### config.mk
export PLATFORM = sky130hd
export DESIGN_NAME = apb_master_bridge_flat
export DESIGN_NICKNAME = d
export VERILOG_FILES = /design/src/rtl/apb_master_bridge_pkg.sv /design/src/rtl/apb_master_bridge_if.sv /design/src/rtl/apb_master_bridge_timeout_cnt.sv /design/src/rtl/apb_master_bridge.sv /design/src/flat_wrapper.sv
export SDC_FILE = /design/constraint.sdc
export NUM_CORES = 1
export LEC_CHECK = 0
export CORE_ASPECT_RATIO = 0.75
export CORE_MARGIN = 2
export CORE_UTILIZATION = 30
export DETAILED_ROUTE_END_ITERATION = 10
export HOLD_SLACK_MARGIN = 0.06
export PLACE_DENSITY = 0.58
export SYNTH_ARGS = -nofsm -noshare
export SYNTH_HDL_FRONTEND = slang
export SYNTH_SLANG_ARGS = --single-unit
### constraint.sdc
create_clock -name pclk -period 2.7 [get_ports pclk]
set_input_delay 0.54 -clock pclk [delete_from_list [all_inputs] [get_ports pclk]]
set_output_delay 0.54 -clock pclk [all_outputs]
set_load 0.02 [all_outputs]
### src/rtl/apb_master_bridge_pkg.sv
// Shared types and widths for the APB master bridge.
// The optional transfer timeout is enabled with APB_BRIDGE_TIMEOUT_EN.
package apb_pkg;

    localparam int APB_DW = 32;
    localparam int APB_SW = 4;

    typedef enum logic [1:0] {
        IDLE   = 2'd0,
        SETUP  = 2'd1,
        ACCESS = 2'd2
    } apb_state_t;

    // Reads never carry byte strobes onto the bus.
    function automatic logic [APB_SW-1:0] strobe_mask(input logic we, input logic [APB_SW-1:0] strb);
        return we ? strb : '0;
    endfunction

endpackage

### src/rtl/apb_master_bridge_if.sv
// Request/response port and APB bus of the bridge in one bundle.
// The bridge itself does not depend on APB_BRIDGE_TIMEOUT_EN here.
interface apb_master_bridge_if #(
    parameter int a_w = 8
);
    import apb_pkg::*;

    // A request transfers on a cycle where req_valid and req_ready are both high;
    // until then the requester holds req_valid and all req_* fields stable.
    // resp_valid is a single-cycle pulse with no backpressure.
    logic              req_valid;
    logic              req_ready;
    logic [a_w-1:0]    req_addr;
    logic [APB_DW-1:0] req_wdata;
    logic [APB_SW-1:0] req_strb;
    logic              req_we;
    logic              resp_valid;
    logic [APB_DW-1:0] resp_rdata;
    logic              resp_err;
    logic [a_w-1:0]    paddr;
    logic [APB_DW-1:0] pwdata;
    logic [APB_SW-1:0] pstrb;
    logic              pwrite;
    logic              psel;
    logic              penable;
    logic [APB_DW-1:0] prdata;
    logic              pready;
    logic              pslverr;

    modport master (
        input  req_valid, req_addr, req_wdata, req_strb, req_we, prdata, pready, pslverr,
        output req_ready, resp_valid, resp_rdata, resp_err,
        output paddr, pwdata, pstrb, pwrite, psel, penable
    );

    modport slave (
        output req_valid, req_addr, req_wdata, req_strb, req_we, prdata, pready, pslverr,
        input  req_ready, resp_valid, resp_rdata, resp_err,
        input  paddr, pwdata, pstrb, pwrite, psel, penable
    );

endinterface

### src/rtl/apb_master_bridge_timeout_cnt.sv
// ACCESS wait-cycle counter; only instantiated when APB_BRIDGE_TIMEOUT_EN is defined.
module apb_timeout_cnt #(
    parameter int to_c = 255
) (
    input  logic clk,
    input  logic rst,
    input  logic clr,
    input  logic inc,
    output logic hit
);
    localparam logic [15:0] LIMIT = 16'(to_c);

    logic [15:0] cnt;

    assign hit = (cnt == LIMIT);

    // Stops at the limit so a held stall can never wrap back below it.
    always_ff @(posedge clk) begin
        if (rst || clr) begin
            cnt <= '0;
        end else if (inc && !hit) begin
            cnt <= cnt + 16'd1;
        end
    end

endmodule

### src/rtl/apb_master_bridge.sv
// Valid/ready request port to APB3/APB4 master, one transfer in flight.
// Define APB_BRIDGE_TIMEOUT_EN to abort ACCESS phases stalled for to_c cycles.
module apb_master_bridge
    import apb_pkg::*;
#(
    parameter int a_w  = 8,
    parameter int to_c = 255
) (
    input  logic                pclk,
    input  logic                preset,
    apb_master_bridge_if.master bus,
    output apb_state_t          state
);
    logic [a_w-1:0]    paddr_q;
    logic [APB_DW-1:0] pwdata_q;
    logic [APB_SW-1:0] pstrb_q;
    logic              pwrite_q;
    logic              resp_valid_q;
    logic [APB_DW-1:0] resp_rdata_q;
    logic              resp_err_q;
    logic              timeout_hit;

    if (to_c < 1 || to_c > 65535) begin : g_bad_to_c
        $error("apb_master_bridge: to_c must be in 1..65535");
    end

`ifdef APB_BRIDGE_TIMEOUT_EN
    apb_timeout_cnt #(
        .to_c(to_c)
    ) u_timeout (
        .clk (pclk),
        .rst (preset),
        .clr (state == SETUP),
        .inc (state == ACCESS && !bus.pready),
        .hit (timeout_hit)
    );
`else
    assign timeout_hit = 1'b0;
`endif

    always_ff @(posedge pclk) begin
        if (preset) begin
            state        <= IDLE;
            paddr_q      <= '0;
            pwdata_q     <= '0;
            pstrb_q      <= '0;
            pwrite_q     <= 1'b0;
            resp_valid_q <= 1'b0;
            resp_rdata_q <= '0;
            resp_err_q   <= 1'b0;
        end else begin
            resp_valid_q <= 1'b0;
            case (state)
                IDLE: begin
                    if (bus.req_valid) begin
                        paddr_q  <= bus.req_addr;
                        pwdata_q <= bus.req_wdata;
                        pstrb_q  <= strobe_mask(bus.req_we, bus.req_strb);
                        pwrite_q <= bus.req_we;
                        state    <= SETUP;
                    end
                end
                SETUP: state <= ACCESS;
                ACCESS: begin
                    // A ready slave wins over a timeout reached in the same cycle.
                    if (bus.pready) begin
                        resp_valid_q <= 1'b1;
                        resp_err_q   <= bus.pslverr;
                        resp_rdata_q <= pwrite_q ? '0 : bus.prdata;
                        state        <= IDLE;
                    end else if (timeout_hit) begin
                        resp_valid_q <= 1'b1;
                        resp_err_q   <= 1'b1;
                        resp_rdata_q <= '0;
                        state        <= IDLE;
                    end
                end
                default: state <= IDLE;
            endcase
        end
    end

    assign bus.req_ready  = (state == IDLE);
    assign bus.psel       = (state != IDLE);
    assign bus.penable    = (state == ACCESS);
    assign bus.paddr      = paddr_q;
    assign bus.pwdata     = pwdata_q;
    assign bus.pstrb      = pstrb_q;
    assign bus.pwrite     = pwrite_q;
    assign bus.resp_valid = resp_valid_q;
    assign bus.resp_rdata = resp_rdata_q;
    assign bus.resp_err   = resp_err_q;

endmodule

### src/flat_wrapper.sv
// flat-port wrapper written by rule: the top's interface ports become plain ports
module apb_master_bridge_flat import apb_pkg::*;
#(
    parameter int a_w  = 8,
    parameter int to_c = 255
)
  (pclk, preset, state, bus_req_valid, bus_req_addr, bus_req_wdata, bus_req_strb, bus_req_we, bus_prdata, bus_pready, bus_pslverr, bus_req_ready, bus_resp_valid, bus_resp_rdata, bus_resp_err, bus_paddr, bus_pwdata, bus_pstrb, bus_pwrite, bus_psel, bus_penable);
  apb_master_bridge_if #(.a_w(a_w)) bus_i ();
  input  logic pclk;
  input  logic preset;
  output apb_state_t state;
  input wire logic [$bits(bus_i.req_valid)-1:0] bus_req_valid;
  input wire logic [$bits(bus_i.req_addr)-1:0] bus_req_addr;
  input wire logic [$bits(bus_i.req_wdata)-1:0] bus_req_wdata;
  input wire logic [$bits(bus_i.req_strb)-1:0] bus_req_strb;
  input wire logic [$bits(bus_i.req_we)-1:0] bus_req_we;
  input wire logic [$bits(bus_i.prdata)-1:0] bus_prdata;
  input wire logic [$bits(bus_i.pready)-1:0] bus_pready;
  input wire logic [$bits(bus_i.pslverr)-1:0] bus_pslverr;
  output wire logic [$bits(bus_i.req_ready)-1:0] bus_req_ready;
  output wire logic [$bits(bus_i.resp_valid)-1:0] bus_resp_valid;
  output wire logic [$bits(bus_i.resp_rdata)-1:0] bus_resp_rdata;
  output wire logic [$bits(bus_i.resp_err)-1:0] bus_resp_err;
  output wire logic [$bits(bus_i.paddr)-1:0] bus_paddr;
  output wire logic [$bits(bus_i.pwdata)-1:0] bus_pwdata;
  output wire logic [$bits(bus_i.pstrb)-1:0] bus_pstrb;
  output wire logic [$bits(bus_i.pwrite)-1:0] bus_pwrite;
  output wire logic [$bits(bus_i.psel)-1:0] bus_psel;
  output wire logic [$bits(bus_i.penable)-1:0] bus_penable;
  assign bus_i.req_valid = bus_req_valid;
  assign bus_i.req_addr = bus_req_addr;
  assign bus_i.req_wdata = bus_req_wdata;
  assign bus_i.req_strb = bus_req_strb;
  assign bus_i.req_we = bus_req_we;
  assign bus_i.prdata = bus_prdata;
  assign bus_i.pready = bus_pready;
  assign bus_i.pslverr = bus_pslverr;
  assign bus_req_ready = bus_i.req_ready;
  assign bus_resp_valid = bus_i.resp_valid;
  assign bus_resp_rdata = bus_i.resp_rdata;
  assign bus_resp_err = bus_i.resp_err;
  assign bus_paddr = bus_i.paddr;
  assign bus_pwdata = bus_i.pwdata;
  assign bus_pstrb = bus_i.pstrb;
  assign bus_pwrite = bus_i.pwrite;
  assign bus_psel = bus_i.psel;
  assign bus_penable = bus_i.penable;
  apb_master_bridge #(.a_w(a_w), .to_c(to_c)) u_core (.pclk(pclk), .preset(preset), .bus(bus_i), .state(state));
endmodule
# [After elaboration in Yosys (flattened, before gate mapping)]
# Cells that the tools add are included.
[totals] output_inout_bits=84 inputBits=82 regBits=81
[classes] n_mux=6 n_bitwise=1 n_reduce_logical=6 n_eq_ne=4
[op_table] cell="2-to-1 mux 32 bit" n=1
[op_table] cell="one-hot mux 2 bit (3 select lines)" n=1
[op_table] cell="AND reduction 2 bit" n=3
[op_table] cell="2-to-1 mux 2 bit" n=2
[op_table] cell="2-to-1 mux 4 bit" n=1
[op_table] cell="inequality test 2 bit (second input constant)" n=2
[op_table] cell="== test 2 x 1 -> 1 bit (second input constant)" n=1
[op_table] cell="== test 2 bit (second input constant)" n=1
[op_table] cell="zero test 2 bit" n=1
[op_table] cell="nonzero test 2 bit" n=1
[op_table] cell="OR reduction 2 bit" n=1
[op_table] cell="2-to-1 mux 1 bit" n=1
[op_table] cell="NOT 1 bit" n=1

# [Logic depth before layout (Yosys ltp)]
# Gate-level depths: netlist of run 1.
[depth] depth_word=3 ltp_mapped=4 depth_no_buf=2

# [Worst setup path after synthesis of run 1]
# Ideal clock, no wire load.
[synth_timing] path_type="reg2out" start="register u_core.state[1]" end="output bus_psel" path_slack_ps=1201 path_buffers=0 t_arrival_ps=959 required_time_ps=2160 path_stages_with_launch=3 cell_sequence="dfxtp_1 -> nor2_1 -> inv_1"
[synth_between] elab_chain_cells=1
[synth_rtl] element="start: declaration" line_no="apb_master_bridge.sv:12" text="output apb_state_t state"
[synth_rtl] element="start signal: assignment" line_no="apb_master_bridge.sv:43" text="state <= IDLE;"
[synth_rtl] element="start signal: assignment" line_no="apb_master_bridge.sv:60" text="state <= SETUP;"
[synth_rtl] element="start signal: assignment" line_no="apb_master_bridge.sv:63" text="SETUP: state <= ACCESS;"
[synth_rtl] element="nonzero test 2 bit" line_no="apb_master_bridge.sv:84" text="assign bus.psel = (state != IDLE);"
[synth_rtl] element="end: declaration" line_no="flat_wrapper.sv:28" text="output wire logic [$bits(bus_i.psel)-1:0] bus_psel;"
# No other way between the ends.

# [Final worst setup path of run 1]
[layout_timing] start="register u_core.state[1]" end="output bus_penable"
[layout_between] elab_chain_cells=1
[layout_rtl] element="== test 2 bit" line_no="apb_master_bridge.sv:85" text="assign bus.penable = (state == ACCESS);"
[layout_rtl] element="end: declaration" line_no="flat_wrapper.sv:29" text="output wire logic [$bits(bus_i.penable)-1:0] bus_penable;"
# No other way between the ends.

==> results of run 1 <==
-- per-stage QoR --
step / hold slack [ps] / instance area [µm²]
after CTS: 473 / 5730
after detailed placement: 460 / 5440
after global placement: 457 / 5440
final: 469 / 5730
after floorplan: 546 / 3730
after global routing: 486 / 5730
-- area by class of cell --
type | instances | area share (%)
Clock buffer | 10 | 4.00
Clock inverter | 6 | 1.03
Inverter | 1 | 0.0655
Multi-Input combinational cell | 243 | 33.4
Sequential cell | 81 | 28.3
Tap cell | 166 | 3.63
Timing Repair Buffer | 169 | 29.5
-- worst max-delay path: cells and delay by family, from the launching register on --
kind | cells | cell delay [ps]
buffers and inverters | 1 | 590
DFF | 1 | 450
and+or+nand+nor | 1 | 170
-- routing by layer --
layer / track usage (%) / vias up
met2: 21.0 / 91
met5: 0 / -
met1: 17.5 / 1295
li1: - / 1472
met3: 5.88 / 12
met4: 5.13 / 0
-- state kept, by name (all words and copies together), names as in the netlist --
register,cells
u_core.bus.resp_valid,1
u_core.bus.pwdata,32
u_core.bus.pstrb,4
u_core.bus.paddr,8
u_core.bus.pwrite,1
u_core.bus.resp_err,1
u_core.state,2
u_core.bus.resp_rdata,32
-- synth_stat cells, types with 2 or more instances --
master	n	area, µm²
dfxtp_1	81	1620
nand3b_1	4	30.0
clkbuf_1	18	67.6
nor2b_1	2	12.5
buf_12	3	60.1
nand2b_1	120	751
buf_6	5	56.3
or3b_1	32	280
buf_2	2	10.0
mux2i_1	78	781
-- power by group through the flow --
stage	logic, mW	clock network, mW	registers, mW
finish	0.548	1.19	1.29
global route	0.590	1.29	1.30
CTS	0.556	1.25	1.29
detailed placement	0.554	0	1.31
global placement	0.548	0	1.31
floorplan	0.215	0	1.38
-- cells by family (layout without fill, tap and decap cells) --
| family | after synthesis | in the layout | synth area share [%] |
|---|---|---|---|
| flops | 81 | 81 | 43.4 |
| compound gates | 1 | 1 | 0.134 |
| buf+inv | 30 | 186 | 5.49 |
| mux | 78 | 78 | 20.9 |
| simple gates | 164 | 164 | 30.1 |
-- worst paths after layout --
path | slack [ps] | end | startpoint
hold / removal | 470 | u_core.bus.pwdata[30] | u_core.bus.pwdata[30]
setup / recovery | 620 | bus_penable | u_core.state[1]
hold reg to reg | 470 | u_core.bus.pwdata[30] | u_core.bus.pwdata[30]
setup reg to reg | 1370 | u_core.bus.pwdata[23] | u_core.state[1]
==> flow_summary.ini, run 1 <==
[power_and_ir_drop]
p_int_mw = 2.28
switching_power_uw = 745
p_seq_share_pct = 42.5
leakagePower_nw = 2.09
sw_frac_of_total_pct = 24.6
powerDensity_nw_per_um2 = 529
combPwrFrac_pct = 18.1
total_power_mw = 3.03
clockPowerShare_pct = 39.4
vdd_drop_max_uv = 260

[drt]
routed_wl_um = 9050
drc = 0
dr.first_iter.drc_count = 94
drt-met1-wl_um = 4330
top_layer_used = met4
wl_met3_um = 722
num_vias = 2870
first_pass_iters = 4
vias_per_cell = 4.25
wl_met2_um = 3850
routedWlPerCell_um = 13.4
drtAntennaViolNets = 0

[worst_hold_path]
hold_class = reg -> reg
hold_depth = 2

[worst_setup_path]
cpMaxStageDelayCell = clkdlybuf4s50_1
path_max_fanout = 7
path_class = reg -> out
slowest_delay_ps = 590
worstPathRequired_ps = 2160
worst_setup_path_start_kind = register
ff2ff_path_depth = 3
cp.arrival_ps = 1540
critPathCaptureType = output pin
worstPathCellList = and2b_1 > clkdlybuf4s50_1

[die]
coreArea_um2 = 12200
die_h_um = 101
rows = 35
start_util_pct = 30.6
io_pins = 166
die_w_um = 133
dieArea_um2 = 13400

[synth]
synth_top_flop_cell = dfxtp_1
syn_inst = 354
synth_cell_types = 19
synth_area_um2 = 3730
synth_nets = 436
ys_warn_count = 0
seq_area_frac_synth_pct = 43.4
postSynthAreaPerCell_um2 = 10.6
async_flop_share_pct = 0
ys_seq_elements = 81
synth_edf_count = 0

[final_layout]
fin_util_pct = 46.9
fillCellCount = 1143
drive_gt1_share_pct = 4.51
final_cell_mix = 164 x clkdlybuf4s50_1, 120 x nand2b_1, 81 x dfxtp_1, 78 x mux2i_1, 32 x or3b_1
syn_to_final_growth_pct = 53.4
final_nets = 587
layout.cells.non_filler = 676
register_area_um2 = 1620
mostFrequentLayoutCell = clkdlybuf4s50_1
diodes = 0
multi_input_area_um2 = 1920

[sta]
maxSlewHeadroom_pct = 23.6
layout_setup_ws_ps = 618
tightest_slew_ps = 1150
maxSlewViolCount = 0
fin_crit_sh_pct = 77.1
setup_viol = 0
period_minus_slack_ps = 2080
hold_violations = 0
max_clock_freq_ghz = 0.480
fin_skew_ps = 6.32
setup-tns-final_ps = 0
rsz0062_at_grt = false

[clock_network]
cts_root_buf = clkbuf_16
clock_sinks = 81
h-tree-depth = 3
cts_buffers = 9
clk_pin_slew_worst_paths_ps = 60
clockBufferDepth = 2
cts.repair.resized = 0
cts_tree = done
clk_latency_ps = 330
post_cts_buffers = 0
cts_hold_buf = 0

[global_route]
antenna_found_initial = 0
overflow = 0
grt_start_max_net_pins = 160
grt_pass1_vias = 2928
grt_usage_pct = 13.8
grt_pass1_wl_um = 14800

[flow_run]
drv_cap = 0

[run_status]
status = completed

[place]
post-dp-hpwl_um = 5950
port_buffers = 165
gp_congestion = 0.701
placed_cells = 660
preCtsSetupSlack_ps = 761
Note: power is estimated with default switching activity, not from simulation.
==> run 2: changes to the inputs <==
--- a/config.mk
+++ b/config.mk
@@ -10,7 +10,7 @@
 export CORE_UTILIZATION = 30
 export DETAILED_ROUTE_END_ITERATION = 10
 export HOLD_SLACK_MARGIN = 0.06
-export PLACE_DENSITY = 0.58
+export PLACE_DENSITY = 0.6
 export SYNTH_ARGS = -nofsm -noshare
 export SYNTH_HDL_FRONTEND = slang
 export SYNTH_SLANG_ARGS = --single-unit
==> constraint.sdc (replaced) <==
create_clock -name pclk -period 1.9 [get_ports pclk]
set_input_delay 0.38 -clock pclk [delete_from_list [all_inputs] [get_ports pclk]]
set_output_delay 0.38 -clock pclk [all_outputs]
set_load 0.02 [all_outputs]
==> flow_summary.ini, run 2 (synthesis gave the netlist of run 1 again) <==
[run_status]
status = completed

[clock_network]
h-tree-depth = 3
clk_pin_slew_worst_paths_ps = 60
cts_tree = done
clockBufferDepth = 2
clock_sinks = 81
cts_root_buf = clkbuf_16
cts_buffers = 9
clk_latency_ps = 340
cts_hold_buf = 0
post_cts_buffers = 0

[sta]
rsz0062_at_grt = false
layout_setup_ws_ps = 147
maxSlewViolCount = 0
hold_violations = 0
setup_viol = 0
fin_crit_sh_pct = 92.2
setup-tns-final_ps = 0
maxSlewHeadroom_pct = 64.1
tightest_slew_ps = 539
period_minus_slack_ps = 1750
max_clock_freq_ghz = 0.571
fin_skew_ps = 7.31

[global_route]
grt_usage_pct = 14.1
antenna_found_initial = 0
grt_start_max_net_pins = 72
overflow = 0
grt_pass1_wl_um = 14900
grt_pass1_vias = 2887

[drt]
drc = 0
routed_wl_um = 9230
vias_per_cell = 4.28
drt-met1-wl_um = 4580
num_vias = 2905
dr.first_iter.drc_count = 68
wl_met2_um = 3790
routedWlPerCell_um = 13.6
drtAntennaViolNets = 0
wl_met3_um = 739
top_layer_used = met4
first_pass_iters = 4

[place]
preCtsSetupSlack_ps = 160
port_buffers = 165
gp_congestion = 0.729
post-dp-hpwl_um = 6370

[die]
io_pins = 166
die_w_um = 133
coreArea_um2 = 12200
start_util_pct = 30.6
die_h_um = 101
rows = 35
dieArea_um2 = 13400

[power_and_ir_drop]
leakagePower_nw = 2.15
powerDensity_nw_per_um2 = 767
vdd_drop_max_uv = 527

[final_layout]
syn_to_final_growth_pct = 55.2
final_nets = 590
mostFrequentLayoutCell = clkdlybuf4s50_1
final_cell_mix = 161 x clkdlybuf4s50_1, 120 x nand2b_1, 80 x dfxtp_1, 78 x mux2i_1, 32 x or3b_1
drive_gt1_share_pct = 5.26
diodes = 0

[worst_setup_path]
cpMaxStageDelayCell = clkdlybuf4s50_1
path_max_fanout = 4
crit_buf_inv = 1
worstPathRequired_ps = 1520
slowest_delay_ps = 640
worstPathCellList = clkdlybuf4s50_1
cp.arrival_ps = 1370
path_class = reg -> out
worst_setup_path_start_kind = register
cp_top_family = buffers and inverters
critPathCaptureType = output pin

[flow_run]
drv_cap = 0

[worst_hold_path]
hold_class = reg -> reg
[run 2: final cells by class]
type                       count  area [µm²]
timing repair buffer         172        1730
inverter                       1        3.75
clock inverter                 6        82.6
sequential                    81        1620
clock buffer                  10         229
tap                          166         208
multi-input combinational    243        1920
fill                        1144        6420
[run 2: repair_timing]
item                       4_1_cts  5_1_grt
setup endpoints to repair        3        3
cloned                           0        0
gates resized for setup          1        3
[run 2: metrics by stage]
| step | instance area [µm²] | power (mW) | hold WS (ps) | utilization (%) | instances |
|---|---|---|---|---|---|
| global route | 5800 | 4.65 | 488 | 47.4 | 679 |
| floorplan | 3730 | 2.27 | 535 | - | 354 |
| finish | 5800 | 4.45 | 471 | 47.4 | 679 |
| detailed placement | 5480 | 2.66 | 461 | 44.8 | 663 |
| global placement | 5480 | 2.66 | 457 | 44.8 | 663 |
| CTS | 5790 | 4.54 | 475 | 47.4 | 679 |
[run 2: tightest hold or removal path, stage by stage, from the launching register on]
cell	delay, ps
dfxtp_1	310
nand2b_1	60
mux2i_1	60
[run 2: layer usage]
metal,track usage (%),vias to the layer above
li1,-,1475
met1,18.9,1318
met2,20.2,101
met3,6.08,11
met4,5.05,0
met5,0,-
[run 2: final timing paths]
kind | startpoint | to | slack [ps] | cells after the start
setup / recovery | u_core.state[0] | state[0] | 150 | 1
hold / removal | u_core.bus.resp_rdata[23] | u_core.bus.resp_rdata[23] | 470 | 2
setup reg to reg | u_core.state[0] | u_core.bus.paddr[3] | 510 | 4
hold reg to reg | u_core.bus.resp_rdata[23] | u_core.bus.resp_rdata[23] | 470 | 2
[run 2: where the power goes]
| group | switching (mW) | leakage (nW) | internal [mW] | total (mW) |
|---|---|---|---|---|
| Clock | 0.682 | 0.152 | 1.14 | 1.83 |
| Sequential | 0.0508 | 0.661 | 1.78 | 1.83 |
| Combinational | 0.327 | 1.34 | 0.457 | 0.785 |
| Total | 1.06 | 2.15 | 3.39 | 4.45 |
